## src/rtl/pixel_feeder.sv

```systemverilog
// rtl/pixel_feeder.sv - frame buffer reader: DDR bursts in, raster pixels out (option: PIXEL_FEEDER_UNDERFLOW_COUNT_EN)
// Optional underflow counter port is present only when PIXEL_FEEDER_UNDERFLOW_COUNT_EN is defined.
module pixel_feeder #(
   parameter int H_PIXELS  = 800,
   parameter int V_PIXELS  = 600,
   parameter int BUF_DEPTH = 64
) (
   input  logic         clk,
   input  logic         rst,
   input  logic         enable,
   input  logic [31:0]  frame_base,
   input  logic         af_full,
   output logic [30:0]  af_addr_din,
   output logic         af_wr_en,
   input  logic         rdf_valid,
   input  logic [127:0] rdf_dout,
   output logic         rdf_rd_en,
   output logic [23:0]  video,
   output logic         video_valid,
   input  logic         video_ready
`ifdef PIXEL_FEEDER_UNDERFLOW_COUNT_EN
   ,
   output logic [15:0]  underflow_count
`endif
);

   localparam int PW = $clog2(BUF_DEPTH);
   localparam int CW = PW + 1;
   localparam logic [CW:0] LIMIT = (CW+1)'(BUF_DEPTH - 8);

   typedef enum logic {IDLE, RUN} state_t;

   state_t        state, state_nx;
   logic [9:0]    x_req, y_req;
   logic [5:0]    base;
   logic [CW-1:0] occupancy, reserved;
   logic [PW-1:0] wr_ptr, rd_ptr;
   logic [23:0]   mem [BUF_DEPTH];
   logic [CW:0]   level;
   logic          accept, push, pop, line_end, last_burst, latch_base;
   logic          unused_bits;

   assign unused_bits = ^{frame_base[31:28], frame_base[21:0], x_req[2:0],
                          rdf_dout[127:120], rdf_dout[95:88], rdf_dout[63:56], rdf_dout[31:24]};

   assign level       = {1'b0, occupancy} + {1'b0, reserved};
   assign line_end    = (x_req == 10'(H_PIXELS - 8));
   assign last_burst  = line_end && (y_req == 10'(V_PIXELS - 1));
   assign accept      = af_wr_en;
   assign push        = rdf_valid;
   assign rdf_rd_en   = rdf_valid;
   assign video_valid = (occupancy != '0);
   assign pop         = video_valid && video_ready;
   assign video       = video_valid ? mem[rd_ptr] : 24'h0;
   assign af_addr_din = {6'b0, base, y_req, x_req[9:3], 2'b0};

   always_comb begin
      state_nx   = state;
      af_wr_en   = 1'b0;
      latch_base = 1'b0;
      case (state)
         IDLE: begin
            if (enable) begin
               state_nx   = RUN;
               latch_base = 1'b1;
            end
         end
         RUN: begin
            // Space for both beats is reserved up front so the read-data pop never stalls.
            af_wr_en = !af_full && (level <= LIMIT);
            if (af_wr_en && last_burst) begin
               if (enable) latch_base = 1'b1;
               else        state_nx   = IDLE;
            end
         end
         default: state_nx = IDLE;
      endcase
   end

   always_ff @(posedge clk) begin
      if (rst) begin
         state     <= IDLE;
         x_req     <= '0;
         y_req     <= '0;
         base      <= '0;
         occupancy <= '0;
         reserved  <= '0;
         wr_ptr    <= '0;
         rd_ptr    <= '0;
      end else begin
         state <= state_nx;
         if (latch_base) base <= frame_base[27:22];
         if (accept) begin
            if (line_end) begin
               x_req <= '0;
               y_req <= last_burst ? 10'd0 : y_req + 10'd1;
            end else begin
               x_req <= x_req + 10'd8;
            end
         end
         reserved  <= reserved + (accept ? CW'(8) : CW'(0)) - (push ? CW'(4) : CW'(0));
         occupancy <= occupancy + (push ? CW'(4) : CW'(0)) - (pop ? CW'(1) : CW'(0));
         if (push) wr_ptr <= wr_ptr + PW'(4);
         if (pop)  rd_ptr <= rd_ptr + PW'(1);
      end
   end

   // Word 0 of a beat (bits 127:96) is the leftmost pixel; wr_ptr stays 4-aligned so no split wrap.
   always_ff @(posedge clk) begin
      if (push) begin
         for (int k = 0; k < 4; k++) begin
            mem[wr_ptr + PW'(k)] <= rdf_dout[96 - 32*k +: 24];
         end
      end
   end

`ifdef PIXEL_FEEDER_UNDERFLOW_COUNT_EN
   always_ff @(posedge clk) begin
      if (rst || (state == IDLE && enable)) begin
         underflow_count <= '0;
      end else if (video_ready && !video_valid && underflow_count != 16'hFFFF) begin
         underflow_count <= underflow_count + 16'd1;
      end
   end
`endif

endmodule

```

## config.mk

```make
export PLATFORM = sky130hd
export DESIGN_NAME = pixel_feeder
export DESIGN_NICKNAME = d
export VERILOG_FILES = /design/src/rtl/pixel_feeder.sv
export SDC_FILE = /design/constraint.sdc
export NUM_CORES = 1
export LEC_CHECK = 0
export ABC_CLOCK_PERIOD_IN_PS = 24400
export BUFFER_PORTS_ARGS = -buffer_cell sky130_fd_sc_hd__buf_2
export CAP_MARGIN = 20
export CORE_ASPECT_RATIO = 1.75
export CORE_MARGIN = 2
export CORE_UTILIZATION = 60
export CTS_BUF_LIST = sky130_fd_sc_hd__clkbuf_16
export CTS_CLUSTER_DIAMETER = 80
export DETAILED_ROUTE_END_ITERATION = 8
export PLACE_DENSITY = 0.8
export SYNTH_ARGS = -nofsm -noshare
export SYNTH_HDL_FRONTEND = slang
export SYNTH_SLANG_ARGS = --single-unit
```

## constraint.sdc

```tcl
create_clock -name clk -period 24.4 [get_ports clk]
set_input_delay 0 -clock clk [delete_from_list [all_inputs] [get_ports clk]]
set_output_delay 0 -clock clk [all_outputs]
set_load 0.02 [all_outputs]
```

# Word-level counts from Yosys, hierarchy flattened
# Memories as Yosys holds them, arrays and structs flattened. A register that Yosys moved wholly into a read port is not among the register bits.
# Cells that the tools add are included.
# totals
register_bits	53
mem_bits_rw	1536
input_bits	166
out_inout_bits	58
wordCells	48
memories	1
# mem_list
name	depth	word_bits	rd	rd_clocked_by_memory_dff	wr	line	rtl
mem	64	24	1	1	4	38	logic [23:0] mem [BUF_DEPTH];
# classes
addsub	12
n_lt_le_gt_ge	1
eq_ne	2
muxes	16
bitwise	1
n_reduce_logical	7
# ops
cell	n
24-bit 2-to-1 mux	1
10-bit equality test (second input constant)	2
10-bit 2-to-1 mux	2
6-bit by 1-bit adder with 6-bit output (second input constant)	2
6-bit by 2-bit adder with 6-bit output (second input constant)	2
6-bit 2-to-1 mux	2
10-bit by 1-bit adder with 10-bit output (second input constant)	1
10-bit by 4-bit adder with 10-bit output (second input constant)	1
7-bit by 7-bit adder with 8-bit output	1
8-bit by 6-bit less-or-equal comparator with 1-bit output (second input constant)	1
7-bit by 3-bit adder with 7-bit output	1
7-bit by 4-bit adder with 7-bit output	1
1-bit 2-to-1 mux	7
7-bit nonzero test	1
7-bit by 1-bit subtractor with 7-bit output	1
7-bit subtractor	1
6-bit by 3-bit adder with 6-bit output (second input constant)	1
1-bit logical AND	4
4-bit 2-to-1 mux	1
1-bit one-hot mux with 2 select lines	2
3-bit 2-to-1 mux	1
2-bit AND reduction	1
1-bit logical NOT	1
1-bit inverter	1

# Logic depth before layout (Yosys ltp)
# depth
ltp_word	7
ltp_mapped	16
mapped_depth_nobuf	15

# Worst setup path before layout
# OpenSTA, ideal clock, no wires.
# synth_path
path_kind	register -> register
startpoint	register wr_ptr[2]
endpoint	memory mem[0][0], enable pin
setup_time_ps	668
t_arrival_ps	7269
required_ps	23732
setup_slack_ps	16463
stages_incl_launch_ff	3
path_buffers	0
period_less_slack_ps	7937
cell_sequence	dfxtp_1 -> or3_1 -> nor3_1
# synth_rtl
element	line	rtl
start: declaration	37	logic [PW-1:0] wr_ptr, rd_ptr;
start signal: assignment	103	if (push) wr_ptr <= wr_ptr + PW'(4);
end: declaration	38	

==> impl_metrics.tcl <==
set metrics [dict create \
    routed_wl_um 155000 \
    synth_top_area_share_pct 75.3 \
    skew_ns 0.0232 \
    syn_inst 2788 \
    drt_first_pass_iters 6 \
    p_leak_nw 22.0 \
    place_ws_ns 20.07 \
    setup-violations-final 0 \
    power.density_nw_per_um2 91.1 \
    grt_pass1_wl_um 223000 \
    via_per_inst 6.86 \
    synth_edf_count 1536 \
    grt_max_degree 154 \
    worstPathRequired_ns 24.40 \
    first_iter_violations 4295 \
    worstPathMaxFanout 48 \
    htreeDepth 4 \
    clk_latency_ns 0.76 \
    cts_sinks 1588 \
    avgSynthCellArea_um2 22.0 \
    tightest_slew_ns 1.14 \
    grt_pass1_vias 33200 \
    status "finished, final reports clean" \
    ys.flop_type "edfxtp_1" \
    postSynth.asyncResetShare_pct 0 \
    finalMaxSlewViolations 0 \
    crit_type "reg2out" \
    vias 31400 \
    seq_power_share_pct 48.8 \
    cts_tree "built" \
    p_int_w 0.00474 \
    post-synth-top-count-cell "edfxtp_1" \
    post_cts_buffers 0 \
    max_freq_mhz 195 \
    rows 155 \
    p_clk_share_pct 34.9 \
    syn_area_um2 61200 \
    final_min_period_over_clock_period_pct 21.0 \
    yosys.area.top_type "edfxtp_1" \
    cp.arrival_ns 5.12 \
    netlist_top_cells_area "edfxtp_1 (75%), mux4_2 (15%), dfxtp_1 (1.7%)" \
    hold_class "in2reg" \
    crit_buf_inv 4 \
    cts_resized 0 \
    synth-seq-area-share_pct 77.0 \
    register_area_um2 47200 \
    multi_input_area_um2 13300 \
    area_delta_synth_final_pct 13.2 \
    pwr-share-comb_pct 16.3 \
    holdBufCountCts 125 \
    fp.coreArea_um2 102000 \
    fillers 5927 \
    startpoint_type "register" \
    rsz0062_at_grt "false" \
    end_kind "output pin" \
    nNetsFinal 3318 \
    die_h_um 427 \
    swShare_pct 25.0 \
    path_delay_family "buffers and inverters" \
    critPathSlowestCell "dfxtp_4" \
    io_buffers 157 \
    die_area_um2 105000 \
    max_cap_violations 0 \
    grt_overflow 0 \
    root_buffer "clkbuf_16" \
    wl_per_cell_um 33.8 \
    ys.warnings.count 0 \
    grt_antenna_before_repair 14 \
    dp_hpwl_um 76500 \
    cp_slowest_stage_delay_ns 0.99 \
    relSlewSlack_pct 23.7 \
    ys_types 69 \
    period_minus_slack_ns 5.12 \
    ir_drop_uv 78.2 \
    initial_utilization_pct 60.3 \
    gp_congestion 0.812 \
    p_sw_w 0.00158 \
    cts_made_buffers 134 \
    cpMostUsedCell "buf_4" \
    die_w_um 245 \
    hold_viol 0 \
    clkTransAtPathRegs_ns 0.06 \
    drive_gt1_share_pct 27.2 \
    drc 0 \
    worst_slack_ns 19.28 \
    yosys-top-cells-count "edfxtp_1 (1536), mux4_2 (397), nor2_1 (106)" \
    tns_ns 0 \
    grtUsageTotal_pct 29.9 \
    io_pins 224 \
    max-clock-path-buffers 3 \
    ys_ff_latch 1588 \
    crit_chain "buf_4, inv_2, buf_4, mux2i_1, a211oi_1, o21ai_0, a21oi_1, buf_2" \
    ant_nets 0 \
]
-- worst paths after layout --
kind,depth (start not counted),from,to,slack (ns)
max,8,register,video[21],19.28
min,2,rdf_dout[83],mem[1][19],0.20
max reg2reg,8,occupancy[6],base[3],20.68
min reg2reg,2,y_req[1],y_req[1],0.49
-- power groups by stage --
stage               logic [W]  clock network, W  registers (W)
floorplan            0.000768                 0        0.00311
global placement     0.000949                 0        0.00313
detailed placement   0.000988                 0        0.00314
CTS                   0.00103           0.00221        0.00308
global route          0.00109           0.00230        0.00309
finish                0.00103           0.00221        0.00308
-- stage by stage --
stage / cell area, µm² / utilization (%) / hold slack, ns / instances / power, W
global placement: 63500 / 62.5 / 0.238 / 4197 / 0.00408
global route: 69300 / 68.2 / 0.191 / 4577 / 0.00648
CTS: 69200 / 68.1 / 0.153 / 4569 / 0.00632
floorplan: 61300 / - / 0.0989 / 2795 / 0.00388
finish: 69300 / 68.2 / 0.196 / 4579 / 0.00632
detailed placement: 63500 / 62.5 / 0.251 / 4197 / 0.00413
-- kinds of logic after synthesis --
kind of cell | Yosys count | share of synthesized area (%)
and+or+nand+nor | 271 | 2.02
adders and majority gates | 26 | 0.556
AOI/OAI and AO/OA | 207 | 2.28
xor gates and xnor gates | 28 | 0.400
buffers and inverters | 175 | 1.52
DFF | 1588 | 77.0
other | 1 | 0.00612
muxes | 492 | 16.2
-- cells in the final DEF (no fill, tap or decap), types with 47 or more instances in the layout --
cell / netlist / routed
edfxtp_1: 1536 / 1536
nand2_1: 78 / 78
mux4_2: 397 / 397
dfxtp_1: 52 / 47
mux2i_1: 77 / 77
buf_2: 41 / 157
buf_4: 51 / 60
clkbuf_16: 0 / 138
nor2_1: 106 / 93
dlygate4sd3_1: 0 / 125
-- worst reg2reg max path, stage by stage (launching register included) --
cell,delay (ns)
dfxtp_1,0.34
ha_1,0.30
nor4_1,0.49
o21ai_1,0.30
o41ai_4,0.70
mux2i_1,0.27
dlygate4sd3_1,0.58
nor2_1,0.05
dlygate4sd3_1,0.58
-- flip-flops by register name, summed over array words and instances (netlist names), 4 cells and up, named ones only --
register and flops:
base 6, x_req 7, wr_ptr 4, rd_ptr 6
y_req 10, occupancy 7, reserved 5, mem 1536
-- area by class of cell --
class,count,share of cell area [%]
diodes,8,0.0289
clock inverters,109,1.45
clock buffers,138,4.98
multi-input cells,1032,19.2
well taps,1334,2.41
inverters,24,0.132
flip-flops and latches,1588,68.1
repair buffers,346,3.73
-- metal layers --
layer / track usage, % / vias up / wire [µm]
met5: 0 / - / 83
met4: 15.5 / 12 / 8560
met3: 6.44 / 539 / 15900
li1: - / 12300 / -
met2: 51.2 / 2311 / 80700
met1: 35.9 / 16200 / 49700
(Power assumes the default switching activity.)
